===== src/rtl/jt12_eg_pkg.sv =====
// Shared definitions for the envelope generator ring: state codes, the
// silent attenuation level, counter widths and the per-slot context entry.
package jt12_eg_pkg;

   localparam logic [2:0] ATTACK  = 3'b001;
   localparam logic [2:0] DECAY   = 3'b010;
   localparam logic [2:0] HOLD    = 3'b100;
   localparam logic [2:0] RELEASE = 3'b000;

   localparam logic [9:0] EG_SILENT = 10'h3FF;

   localparam int SLOT_W  = 5;
   localparam int EGCNT_W = 15;

   // One operator's envelope context as it travels around the ring
   typedef struct packed {
      logic [2:0] state;
      logic [9:0] eg;
      logic       inv;
      logic       lock;
      logic       cnt;
      logic       key;
   } eg_entry_t;

   localparam int ENTRY_W = $bits(eg_entry_t);

   localparam eg_entry_t ENTRY_RST = '{state: RELEASE, eg: EG_SILENT,
                                       inv: 1'b0, lock: 1'b0, cnt: 1'b0,
                                       key: 1'b0};

   // Anything that is not one of the three active one-hot codes is RELEASE
   function automatic logic [2:0] legal_state(input logic [2:0] s);
      case (s)
         ATTACK, DECAY, HOLD: return s;
         default:             return RELEASE;
      endcase
   endfunction

endpackage


===== src/rtl/jt12_sh_rst.sv =====
// Enabled shift register with asynchronous reset to a fixed value. New data
// enters at the tail and reaches the head after STAGES enabled shifts.
module jt12_sh_rst #(
   parameter int                DATA_W  = 17,
   parameter int                STAGES  = 24,
   parameter logic [DATA_W-1:0] RST_VAL = '0
) (
   input  logic              clk,
   input  logic              rst,
   input  logic              clk_en,
   input  logic [DATA_W-1:0] tail,
   output logic [DATA_W-1:0] head
);

   logic [DATA_W-1:0] bits [STAGES];

   // Shift one position toward the head on every enabled clock
   always_ff @(posedge clk or posedge rst) begin
      if (rst) begin
         for (int i = 0; i < STAGES; i++) bits[i] <= RST_VAL;
      end else if (clk_en) begin
         for (int i = 0; i < STAGES-1; i++) bits[i] <= bits[i+1];
         bits[STAGES-1] <= tail;
      end
   end

   assign head = bits[0];

endmodule


===== src/rtl/jt12_eg_ring.sv =====
// Envelope context ring for 24 operator slots. The head entry feeds the
// combinational envelope stage and its results are written back at the tail,
// so each slot sees its own updated context one full ring turn later. Also
// produces key edge pulses, the head slot index and the global eg counter.
module jt12_eg_ring
   import jt12_eg_pkg::*;
#(
   parameter int SLOTS   = 24,
   parameter int CNT_DIV = 3
) (
   input  logic                clk,
   input  logic                rst,
   input  logic                clk_en,
   input  logic                keyon_in,
   input  logic [2:0]          state_next,
   input  logic [9:0]          pure_eg_in,
   input  logic                ssg_inv_next,
   input  logic                ssg_lock_next,
   input  logic                cnt_lsb,
   output logic                keyon_now,
   output logic                keyoff_now,
   output logic [2:0]          state_in,
   output logic [9:0]          eg_in,
   output logic                ssg_inv_in,
   output logic                ssg_lock_in,
   output logic                cnt_in,
   output logic [EGCNT_W-1:0]  eg_cnt,
   output logic [SLOT_W-1:0]   slot,
   output logic                zero
);

   localparam logic [SLOT_W-1:0] LAST_SLOT = SLOT_W'(SLOTS-1);
   localparam int                DIV_W     = (CNT_DIV > 1) ? $clog2(CNT_DIV) : 1;
   localparam logic [DIV_W-1:0]  DIV_LAST  = DIV_W'(CNT_DIV-1);

   eg_entry_t        head;
   eg_entry_t        tail;
   logic [DIV_W-1:0] div;
   logic             slot_wrap;

   // Pack the combinational stage results plus the current key for the tail
   always_comb begin
      tail.state = legal_state(state_next);
      tail.eg    = pure_eg_in;
      tail.inv   = ssg_inv_next;
      tail.lock  = ssg_lock_next;
      tail.cnt   = cnt_lsb;
      tail.key   = keyon_in;
   end

   jt12_sh_rst #(
      .DATA_W  (ENTRY_W),
      .STAGES  (SLOTS),
      .RST_VAL (ENTRY_RST)
   ) u_ring (
      .clk    (clk),
      .rst    (rst),
      .clk_en (clk_en),
      .tail   (tail),
      .head   (head)
   );

   assign state_in    = head.state;
   assign eg_in       = head.eg;
   assign ssg_inv_in  = head.inv;
   assign ssg_lock_in = head.lock;
   assign cnt_in      = head.cnt;

   // The key bit stored with the entry is the previous pass's key, so the
   // edge terms stay live with keyon_in even while clk_en is low
   assign keyon_now  = keyon_in & ~head.key;
   assign keyoff_now = ~keyon_in & head.key;

   assign slot_wrap = (slot == LAST_SLOT);
   assign zero      = (slot == '0);

   // Head slot index follows the ring rotation and wraps at the last slot
   always_ff @(posedge clk or posedge rst) begin
      if (rst)          slot <= '0;
      else if (clk_en)  slot <= slot_wrap ? '0 : slot + 1'b1;
   end

   // Count full ring turns; every CNT_DIV turns advance the global counter
   always_ff @(posedge clk or posedge rst) begin
      if (rst) begin
         div    <= '0;
         eg_cnt <= '0;
      end else if (clk_en && slot_wrap) begin
         if (div == DIV_LAST) begin
            div    <= '0;
            eg_cnt <= eg_cnt + 1'b1;
         end else begin
            div <= div + 1'b1;
         end
      end
   end

endmodule


===== config.mk =====
export PLATFORM = sky130hd
export DESIGN_NAME = jt12_eg_ring
export DESIGN_NICKNAME = d
export VERILOG_FILES = /design/src/rtl/jt12_eg_pkg.sv /design/src/rtl/jt12_sh_rst.sv /design/src/rtl/jt12_eg_ring.sv
export SDC_FILE = /design/constraint.sdc
export NUM_CORES = 1
export LEC_CHECK = 0
export CAP_MARGIN = 20
export CORE_UTILIZATION = 65
export CTS_CLUSTER_DIAMETER = 60
export DETAILED_ROUTE_END_ITERATION = 8
export PLACE_DENSITY = 0.84
export SYNTH_ARGS = -nofsm -noshare
export SYNTH_HDL_FRONTEND = slang
export SYNTH_HIERARCHICAL = 1
export SYNTH_SLANG_ARGS = --single-unit

===== constraint.sdc =====
create_clock -name clk -period 28 [get_ports clk]
set_input_delay 4.2 -clock clk [delete_from_list [all_inputs] [get_ports clk]]
set_output_delay 4.2 -clock clk [all_outputs]
set_load 0.01 [all_outputs]

==> results.cfg <==
[yosys]
async_flop_share = 1.00
synthFlopType = dfstp_2
seq_area_frac_synth = 0.663
ys_ff_latch = 430
ys_top_cells_by_count = 240 x dfstp_2, 208 x mux2_2, 201 x mux2_1
synth_cell_type_count = 26
yosys.area.top_type = dfstp_2
yosysMostFrequentCell = dfstp_2
syn_area_per_cell_um2 = 17.2
synth_edf_count = 0
synthCells = 971
synth.top_cell.area_share = 0.378
netlist_area_um2 = 16700
syn_nets = 994
synth.area.top_cells = dfstp_2 38%, dfrtp_1 29%, mux2_2 14%, mux2_1 14%, buf_6 1.5%
yosys_warnings = 6

[sta]
skew_ns = 0.00958
worst_pin_slew_ns = 1.12
finalCritPeriodShare = 0.345
rsz0062_at_grt = false
slew_viol_final = 0
slew_headroom = 0.255
setup_viol = 0
min_period_ns = 9.65
setup_tns_ns = 0
fmax_mhz = 104
hold_viol = 0
setup_ws_ns = 18.35

[clock_tree]
cts.clk_slew.worst_paths_ns = 0.06
cts_tree = done
cts_resized = 0
htreeDepth = 2
holdBufCountCts = 0
numCtsBuffers = 42
clock_path_buffers = 3
cts-root-buf = clkbuf_16
clk_latency_ns = 0.52
cts_setup_buffers = 0
clock_sinks = 430

[worst_setup_path]
critPathLaunchType = input port
critPathCaptureType = output pin
path_class = in2out
worstReg2RegEnd = eg_cnt[12]
crit_required_ns = 23.80
worstReg2RegStart = slot[0]
worst-r2r-cell-count = 5
cp.arrival_ns = 5.45
ff2ff_setup_slack_ns = 26.16
cp_max_fo = 3

[global_route]
antenna_found_initial = 0
grt_pass1_wl_mm = 40.6
grt_max_degree = 213
grt-ovfl-total = 0
grt_pass1_vias = 8150
grt_use_total = 0.193

[route]
num_vias = 7541
drt_iter0_markers = 383
drc = 0
wirelength_mm = 23.5
wire_per_inst_um = 17.0
viasPerCell = 5.46
antenna_left = 0
drt_first_pass_iters = 6

[final_layout]
n_antenna_cell = 0
area_delta_synth_final_pct = 12.1
finalNonFillerCells = 1380
drive_gt1_frac = 0.500
nets = 1040

[outcome]
status = complete, no violations

[die]
floorplan.initialDensity = 0.662
die_y_um = 162
dieArea_um2 = 26300
rows = 58
core_um2 = 25200
die_w_um = 162
ioPinCount = 59

[min_path]
holdPathStages = 1
hold_class = reg2reg
holdCritStartpoint = eg_cnt[14]
min_to = eg_cnt[14]

[power_and_ir_drop]
power_mw = 1.96
peakVddDrop_uv = 61.5
powerDensity_nw_per_um2 = 105
p_leak_nw = 7.97

[run]
max_cap_violations = 0

[place]
portBuffers = 58
dp.cells = 1303
pre_cts_slack_ns = 18.35
place.gp.congestion = 0.755
dp_hpwl_mm = 12.9
critical path, cell delays in order:
cell and delay (ns):
clkdlybuf4s50_1 0.54, nor2b_1 0.16, clkdlybuf4s50_1 0.55
worst max-delay path by stage:
stage                         from  slack [ns]        endpoint
after floorplan                rst       12.85  u_ring/bits[0]
after global placement    keyon_in       18.39       keyon_now
after detailed placement  keyon_in       18.35       keyon_now
after CTS                 keyon_in       18.35       keyon_now
after global routing      keyon_in       18.30       keyon_now
final                     keyon_in       18.35       keyon_now
kinds of logic (layout without fill, tap and decap cells):
group	Yosys count	in the layout	synth area share
XOR/XNOR	17	17	0.00893
multiplexers	409	409	0.276
AO/OA/AOI/OAI	5	5	0.00150
AND/OR/NAND/NOR	40	40	0.0168
flip-flops	430	430	0.663
buffers and inverters	67	146	0.0308
adder cells (fa/ha/maj)	3	3	0.00225
stage by stage:
stage	util	area, µm²	hold slack (ns)
after floorplan	-	16700	0.452
after global routing	0.742	18700	0.499
after detailed placement	0.685	17200	0.466
final	0.742	18700	0.471
after global placement	0.685	17200	0.459
after CTS	0.742	18700	0.473
layer usage:
metal / vias up / routed length [µm] / GRT usage
li1: 3495 / - / -
met1: 3915 / 10300 / 0.251
met2: 88 / 12100 / 0.332
met3: 43 / 601 / 0.0314
met4: 0 / 537 / 0.0609
met5: - / 0 / 0
sequential cells by signal, indices dropped and copies added (netlist names):
name,count
slot,5
div,2
u_ring/head,17
u_ring/bits,391
eg_cnt,15
power breakdown:
group          internal [mW]  switching, mW
combinational          0.187          0.111
clock                  0.351          0.221
sequential             0.960          0.125
area by class of cell:
type | instances | area (µm²)
clock inverter | 9 | 129
multi-input combinational | 474 | 5100
inverter | 5 | 26.3
clock buffer | 68 | 1320
tap | 330 | 413
timing repair buffer | 64 | 643
fill | 1460 | 6490
sequential | 430 | 11100
placed cells by master, fill, tap and decap left out, types with 10 or more instances in the layout:
| cell | n |
|---|---|
| dfstp_2 | 240 |
| mux2_2 | 208 |
| mux2_1 | 201 |
| dfrtp_1 | 190 |
| clkdlybuf4s50_1 | 57 |
| clkbuf_16 | 45 |
| xnor2_1 | 14 |
| clkbuf_1 | 12 |
| clkbuf_8 | 11 |
| nand2_1 | 10 |
Power figures use the tool's default switching activity.
